$ cat src/rtl/cl_decode_pipe.sv
// cl_decode_pkg: opcode encoding and instruction record shared by the decode
// stage and anything that talks to it.
package cl_decode_pkg;

  typedef enum logic [5:0] {
    kADDU  = 6'd0,
    kSUBU  = 6'd1,
    kSLLV  = 6'd2,
    kSRAV  = 6'd3,
    kSRLV  = 6'd4,
    kAND   = 6'd5,
    kOR    = 6'd6,
    kNOR   = 6'd7,
    kSLT   = 6'd8,
    kSLTU  = 6'd9,
    kMOV   = 6'd10,
    kROL   = 6'd11,
    kBXOR  = 6'd12,
    kJALR  = 6'd13,
    kLW    = 6'd14,
    kLBU   = 6'd15,
    kSW    = 6'd16,
    kSB    = 6'd17,
    kBEQZ  = 6'd18,
    kBNEQZ = 6'd19,
    kJR    = 6'd20,
    kNOP   = 6'd21
  } opcode_e;

  typedef struct packed {
    opcode_e    opcode;
    logic [4:0] rd;
    logic [4:0] rs;
    logic [4:0] rt;
  } instruction_s;

endpackage

// cl_decode_pipe: single-entry decode stage with an in-flight memory-op limiter.
//
// Ports
//   clk, reset            : clock, synchronous active-high reset
//   instruction_i         : instruction offered by fetch
//   instr_valid_i/ready_o : fetch-side handshake
//   valid_o / ready_i     : downstream handshake for the held instruction
//   flush_i               : drop the held instruction
//   mem_done_i            : one outstanding memory op retired this cycle
//   is_*_o, op_writes_rf_o: registered decode flags of the held instruction
//   instruction_o         : held instruction
//   inflight_o            : outstanding memory-op count
//   stall_o               : offered mem op blocked by a full in-flight count
//   err_o                 : sticky underflow flag (mem_done_i with nothing outstanding)
module cl_decode_pipe
  import cl_decode_pkg::*;
#(
  parameter int MAX_INFLIGHT = 4,
  parameter int CNT_W        = $clog2(MAX_INFLIGHT + 1)
) (
  input  logic             clk,
  input  logic             reset,
  input  instruction_s     instruction_i,
  input  logic             instr_valid_i,
  output logic             instr_ready_o,
  output logic             valid_o,
  input  logic             ready_i,
  input  logic             flush_i,
  input  logic             mem_done_i,
  output logic             is_load_op_o,
  output logic             op_writes_rf_o,
  output logic             is_store_op_o,
  output logic             is_mem_op_o,
  output logic             is_byte_op_o,
  output instruction_s     instruction_o,
  output logic [CNT_W-1:0] inflight_o,
  output logic             stall_o,
  output logic             err_o
);

  // Two spare bits let the raw sum go negative without wrapping.
  localparam int SW = CNT_W + 2;

  typedef struct packed {
    logic load;
    logic wrf;
    logic store;
    logic mem;
    logic byte_op;
  } flags_t;

  function automatic flags_t decode(input opcode_e op);
    flags_t f;
    f = '0;
    case (op)
      kLW:  begin f.load = 1'b1; f.wrf = 1'b1; f.mem = 1'b1; end
      kLBU: begin f.load = 1'b1; f.wrf = 1'b1; f.mem = 1'b1; f.byte_op = 1'b1; end
      kSW:  begin f.store = 1'b1; f.mem = 1'b1; end
      kSB:  begin f.store = 1'b1; f.mem = 1'b1; f.byte_op = 1'b1; end
      kADDU, kSUBU, kSLLV, kSRAV, kSRLV, kAND, kOR, kNOR,
      kSLT, kSLTU, kMOV, kROL, kBXOR, kJALR: f.wrf = 1'b1;
      default: f = '0;
    endcase
    return f;
  endfunction

  logic                   vld_p0;
  instruction_s           instr_p0;
  flags_t                 flags_p0;
  logic [CNT_W-1:0]       cnt_p0;
  logic                   err_p0;

  flags_t                 flags_in;
  logic                   mem_in;
  logic                   accept;
  logic                   inc;
  logic                   dec;
  logic                   fdec;
  logic signed [SW-1:0]   cnt_sum;
  logic [CNT_W-1:0]       cnt_nxt;
  logic                   underflow;

  assign flags_in = decode(instruction_i.opcode);
  assign mem_in   = flags_in.mem;

  // The limit is judged on the registered count only; a retiring op frees
  // its slot for the following cycle, never the current one.
  assign stall_o       = instr_valid_i && mem_in && (cnt_p0 == CNT_W'(MAX_INFLIGHT));
  assign instr_ready_o = (!vld_p0 || ready_i) && !stall_o && !flush_i;
  assign accept        = instr_valid_i && instr_ready_o;

  // A flushed mem op that downstream did not take never reaches memory,
  // so its slot is returned here.
  assign inc  = accept && mem_in;
  assign dec  = mem_done_i && (cnt_p0 != '0);
  assign fdec = flush_i && vld_p0 && flags_p0.mem && !ready_i;

  always_comb begin
    cnt_sum   = SW'(cnt_p0) + SW'(inc) - SW'(dec) - SW'(fdec);
    underflow = (mem_done_i && (cnt_p0 == '0)) || (cnt_sum < 0);
    cnt_nxt   = (cnt_sum < 0) ? '0 : cnt_sum[CNT_W-1:0];
  end

  // ---- stage p0: held instruction, flags and counter ----
  always_ff @(posedge clk) begin
    if (reset) begin
      vld_p0   <= 1'b0;
      instr_p0 <= '0;
      flags_p0 <= '0;
      cnt_p0   <= '0;
      err_p0   <= 1'b0;
    end else begin
      if (accept) begin
        vld_p0   <= 1'b1;
        instr_p0 <= instruction_i;
        flags_p0 <= flags_in;
      end else if (flush_i || ready_i) begin
        vld_p0   <= 1'b0;
      end
      cnt_p0 <= cnt_nxt;
      if (underflow) err_p0 <= 1'b1;
    end
  end

  assign valid_o        = vld_p0;
  assign instruction_o  = instr_p0;
  assign is_load_op_o   = flags_p0.load;
  assign op_writes_rf_o = flags_p0.wrf;
  assign is_store_op_o  = flags_p0.store;
  assign is_mem_op_o    = flags_p0.mem;
  assign is_byte_op_o   = flags_p0.byte_op;
  assign inflight_o     = cnt_p0;
  assign err_o          = err_p0;

endmodule

$ cat config.mk
export PLATFORM = sky130hd
export DESIGN_NAME = cl_decode_pipe
export DESIGN_NICKNAME = d
export VERILOG_FILES = /design/src/rtl/cl_decode_pipe.sv
export SDC_FILE = /design/constraint.sdc
export NUM_CORES = 1
export LEC_CHECK = 0
export BUFFER_PORTS_ARGS = -buffer_cell sky130_fd_sc_hd__buf_2
export CAP_MARGIN = 20
export CORE_UTILIZATION = 40
export CTS_CLUSTER_SIZE = 16
export DETAILED_ROUTE_END_ITERATION = 6
export GPL_ROUTABILITY_DRIVEN = 1
export HOLD_SLACK_MARGIN = 0.06
export PLACE_DENSITY = 0.74
export SYNTH_ARGS = -nofsm -noshare
export SYNTH_HDL_FRONTEND = slang
export SYNTH_SLANG_ARGS = --single-unit
$ cat constraint.sdc
create_clock -name clk -period 2.5 [get_ports clk]
set_input_delay 0.5 -clock clk [delete_from_list [all_inputs] [get_ports clk]]
set_output_delay 0.5 -clock clk [all_outputs]
set_load 0.005 [all_outputs]
# Word-level counts from Yosys, hierarchy flattened
# Index checks and enable logic that the tools add are counted.
# word_totals
n_memories	0
latchBits	0
reg_bits	31
romBits	0
ram_bits	0
wordCells	69
output_inout_bits	33
# op_classes
reduce_logical	28
multipliers	0
div	0
mux	7
n_lt_le_gt_ge	1
n_bitwise	0
n_addsub	3
shift	0
eq_ne	18
# ops
cell	n
$eq A6 B4 Y1 const B	8
$eq A6 B3 Y1 const B	4
$reduce_or A16 Y1	1
$eq A6 B2 Y1 const B	2
$eq A6 B5 Y1 const B	2
$logic_and A1 B1 Y1	11
$reduce_or A2 Y1	4
$mux W1	7
$eq A6 B1 Y1 const B	1
$logic_not A6 Y1	1
$lt A5 B1 Y1 const B	1
$sub A4 B1 Y5	1
$sub A5 B1 Y5	1
$add A3 B1 Y4	1
$logic_not A1 Y1	4
$reduce_or A4 Y1	1
$eq A3 B3 Y1 const B	1
$logic_not A3 Y1	1
$logic_or A1 B1 Y1	3
$reduce_bool A3 Y1	1
$reduce_bool A2 Y1	1

# Longest topological paths before layout
# logic_depth
ltp_word	15
depth_mapped	10

# Least setup slack after synthesis
# OpenSTA, ideal clock, no wires.
# synth_path
path_kind	input -> register
from	input instruction_i[16] (netlist bit)
to	register err_p0 (netlist: err_o)
setup_time_ns	0.130
slack_ns	0.301
path_stages	8
arrival_ns	2.069
t_required_ns	2.370
path_cell_list	or4b_4 -> a21oi_1 -> and3_1 -> ha_1 -> ha_1 -> a21boi_0 -> a211oi_1 -> nor2_1
# synth_between
elab_chain_cells	15
word_cells_on_any_way	18
classes_between	add/sub (3); order compare (1); eq/ne (4); mux (1); reduce/logical (9)
# synth_lines
element	line_no	source
start, declared	61	input instruction_s instruction_i,
$eq A6 B4 Y1 or $eq A6 B5 Y1 (tied branches)	93	case (op)
$reduce_or A4 Y1 (no source line) (*)	n/a	
$mux W1 (*)	93	
$logic_and A1 B1 Y1 (2 in a row)	126	assign stall_o = instr_valid_i && mem_in && (cnt_p0 == CNT_W'(MAX_INFLIGHT));
$logic_not A1 Y1	127	assign instr_ready_o = (!vld_p0 || ready_i) && !stall_o && !flush_i;
$logic_and A1 B1 Y1 (2 in a row)	127	
$logic_and A1 B1 Y1	128	assign accept = instr_valid_i && instr_ready_o;
$logic_and A1 B1 Y1 (*)	132	assign inc = accept && mem_in;
$add A3 B1 Y4 (*)	137	cnt_sum = SW'(cnt_p0) + SW'(inc) - SW'(dec) - SW'(fdec);
$sub A4 B1 Y5 (*)	137	
$sub A5 B1 Y5 (*)	137	
$lt A5 B1 Y1 (*)	138	underflow = (mem_done_i && (cnt_p0 == '0)) || (cnt_sum < 0);
$logic_or A1 B1 Y1 (*)	138	
end signal, assigned	149	err_p0 <= 1'b0;
end signal, assigned	159	if (underflow) err_p0 <= 1'b1;
end, declared	109	logic err_p0;
# Every way passes the cells marked *; elsewhere a longest branch is shown, timed or not.
# A chain may end at the register's enable or synchronous reset.

# Worst setup path in the final report
# layout_path
from	register cnt_p0[2] (netlist: inflight_o[2])
to	register cnt_p0[0] (netlist: inflight_o[0])
# layout_between
elab_chain_cells	12
word_cells_on_any_way	14
classes_between	add/sub (3); order compare (1); eq/ne (1); reduce/logical (9)
# layout_lines
element	line_no	source
start, declared	108	logic [CNT_W-1:0] cnt_p0;
start signal, assigned	158	cnt_p0 <= cnt_nxt;
$eq A3 B3 Y1	126	
$logic_and A1 B1 Y1	126	
$logic_not A1 Y1	127	
$logic_and A1 B1 Y1 (2 in a row)	127	
$logic_and A1 B1 Y1	128	
$logic_and A1 B1 Y1	132	
$add A3 B1 Y4	137	
$sub A4 B1 Y5 (*)	137	
$sub A5 B1 Y5 (*)	137	
$lt A5 B1 Y1	139	cnt_nxt = (cnt_sum < 0) ? '0 : cnt_sum[CNT_W-1:0];
$reduce_or A2 Y1 (no source line)	n/a	
# Marks and branches as above.

==> summary.txt <==
Outcome
  – Status: finished clean

Logic synthesis
  – Cell count after synthesis: 162
  – Seq/Total Area, Yosys: 42.47%
  – Yosys warning total: 0
  – Synth area leader: dfxtp_1
  – #FFs+latches synth: 31
  – Top cells by area in the synthesized netlist: dfxtp_1 42%, nand3_1 7.5%, a21oi_1 6.2%
  – Mapped Avg Cell Area: around 9 µm²
  – Share of the synthesized area in the top cell type: a little over two fifths
  – Post-synth cell types: 32
  – Synthesized cell area: between 1000 and 1500 µm²
  – Synthesized Nets: 195

CTS
  – H-tree Lvls: 2
  – Max clock buf depth: 2
  – CTS-repair resized insts: 0
  – Cts hold-fix bufs: 0
  – Reg clk slew, reported paths: 90 ps
  – CTS tree: built
  – # Post-CTS Setup Buffers: 0
  – CTS root buf: clkbuf_4
  – Clock Latency Late Sink: 330 ps
  – Clock sink total: 31
  – CTS Buf Count: 5

Power
  – Leak: ~0.81 nW
  – Max rail drop VDD: 0.0003413 V
  – Power per cell area: 604.6 nW/µm²
  – Pwr Total: 1.128 mW

Setup path
  – Worst reg2reg setup slack: 270 ps
  – Endpoint type of the worst setup path: flop
  – Crit path DAT: 2440 ps
  – CP Launch Point: inflight_o[2]$_SDFF_PP0_
  – Required @ worst endpoint: 2710 ps
  – CP endpoint: inflight_o[0]$_SDFF_PP0_
  – Worst Setup Path Type: flop to flop
  – Worst R2R End: inflight_o[0]$_SDFF_PP0_
  – Worst Path Max Fanout: 4
  – CP Launch Type: flop
  – Worst R2R Start: inflight_o[2]$_SDFF_PP0_
  – Reg2Reg Depth: 8

Layout
  – Commonest non-fill, non-tap cell in the layout: buf_2
  – Layout cells sized above 1: 43.50%
  – NumNets Final: approximately 260
  – # diodes: 0
  – Most frequent cells in the layout: 59 x buf_2, 31 x dfxtp_1, 22 x nand3_1
  – Area grow syn2layout: 27.65%
  – Max FFs per register: 21

STA
  – Final hold violations: 0
  – Hold slack: 396.5 ps
  – Final setup fails: 0
  – Clock period minus worst slack: 2229 ps
  – Final worst slack: 271.0 ps
  – Actual slew at the worst max-slew pin: 716.7 ps
  – Setup tns final: 0 ps
  – Slew HR: a little over half
  – Skew final: between 10 and 15 ps
  – RSZ-0062 raised after global routing: false
  – Period utilisation layout: 89.16%
  – Slew Limit Fails: 0
  – Fmax: ~450 MHz

Global route
  – Pin count of the biggest net entering global routing: 29
  – Met1 usage: 22.67%
  – Most used routing layer: met2
  – Total track usage: approximately 18%
  – Number of antenna violations at the first check in global routing: 0
  – Gr ovfl total: 0
  – GR met3 Demand/Resource: 4.927%
  – First-pass GRT wire length: 5.664 mm
  – Number of global-route vias before repair: between 1000 and 1500
  – Met2 usage: 31.11%

Floorplan
  – Chip Height: 62.45 µm
  – Ports: 60
  – Initial core utilization: between 40% and 50%
  – Total core area: ~3400 µm²
  – Die Area: 3899 µm²
  – Placement row count: 21
  – Die W: ~62 µm

Placed design
  – Gpl congestion: 0.7167
  – Buffers on Ports: 59
  – Placement Setup Slack: 69.78 ps
  – Hpwl dp: about 2.5 mm

Detailed routing
  – Vias/cell: 5.126
  – DR pass1 iterations: 4
  – Starting DRT DRC Count: 47
  – DR WL/cell: 13.00 µm
  – DR vias: between 1000 and 1500
  – Detailed Route WL: about 3.5 mm
  – Routed Antenna Nets: 0
  – # DRC: 0

Worst hold path
  – Min-delay worst type: input pin to flop
  – Worst Min Path Start: flush_i

Run
  – Max cap viols: 0
[critical path, stage by stage (launching register included)]
cell,delay (ps)
dfxtp_1,360
nor3_1,250
nand2b_1,160
fa_1,420
ha_1,200
ha_1,210
a21boi_0,260
nor2_1,90
and2_1,180
[kinds of logic (layout without fill, tap and decap cells)]
logic type / after synthesis / count (layout) / share of synthesized area [%]
AOI/OAI and AO/OA: 59 / 59 / 26.71
adders and majority gates: 6 / 6 / 5.651
and+or+nand+nor: 48 / 48 / 18.66
buffers and inverters: 18 / 79 / 6.506
DFF: 31 / 31 / 42.47
[layer usage]
| metal | wire length (µm) | up-vias |
|---|---|---|
| li1 | - | 705 |
| met1 | 1605 | 629 |
| met2 | 1674 | 40 |
| met3 | 184 | 5 |
| met4 | 33 | 0 |
| met5 | 0 | - |
[layout make-up]
cell class              instances  area, µm²
flip-flops and latches         31      620.6
clock inverters                 1      5.005
repair buffers                 68      362.8
fillers                       358       1550
well taps                      46      57.56
multi-input cells             113      753.2
inverters                       4      15.01
clock buffers                   6      51.30
[power by group]
group          leakage [nW]  total [mW]  switching (mW)  internal, mW
Combinational         0.522       0.274           0.140         0.134
Clock                0.0341       0.295           0.164         0.130
Sequential            0.253       0.559          0.0277         0.531
Total                 0.810        1.13           0.333         0.795
[cells in the mapped netlist]
| cell | number |
|---|---|
| or4b_4 | 1 |
| dfxtp_1 | 31 |
| nand2_1 | 1 |
| buf_12 | 1 |
| nor3_1 | 5 |
| nand3_1 | 22 |
| a211oi_2 | 1 |
| a21oi_1 | 18 |
| nand4bb_1 | 1 |
| a31oi_1 | 1 |
| buf_4 | 2 |
| o21ai_1 | 6 |
| a21boi_0 | 1 |
| buf_2 | 3 |
| or4_1 | 3 |
| a211oi_1 | 2 |
| o21ai_0 | 9 |
| nand2b_1 | 3 |
| inv_1 | 4 |
| and2_1 | 3 |
| clkbuf_1 | 6 |
| nand4_1 | 1 |
| fa_1 | 1 |
| buf_1 | 2 |
| a211o_1 | 1 |
| o21ai_2 | 10 |
| nor2_1 | 4 |
| and3_1 | 1 |
| nor2b_1 | 2 |
| nand4b_1 | 1 |
| ha_1 | 5 |
| a21oi_2 | 10 |
[per-stage QoR]
step / util [%] / std cells / cell area (µm²)
after floorplan: - / 162 / 1461
after global placement: 52.97 / 262 / 1809
after detailed placement: 52.97 / 262 / 1809
after CTS: 54.62 / 269 / 1866
after global routing: 54.62 / 269 / 1866
final: 54.62 / 269 / 1866
[how the worst min path moves through the flow]
stage,endpoint,slack (ps),cells after the start
2_1_floorplan,instruction_o[0]$_SDFFE_PP0N_,460,2
3_3_place_gp,instruction_o[3]$_SDFFE_PP0N_,450,2
3_5_place_dp,instruction_o[3]$_SDFFE_PP0N_,460,2
4_1_cts,valid_o$_SDFFE_PP0P_,380,2
5_1_grt,valid_o$_SDFFE_PP0P_,380,2
6_report,valid_o$_SDFFE_PP0P_,400,2
(Power assumes the default switching activity.)
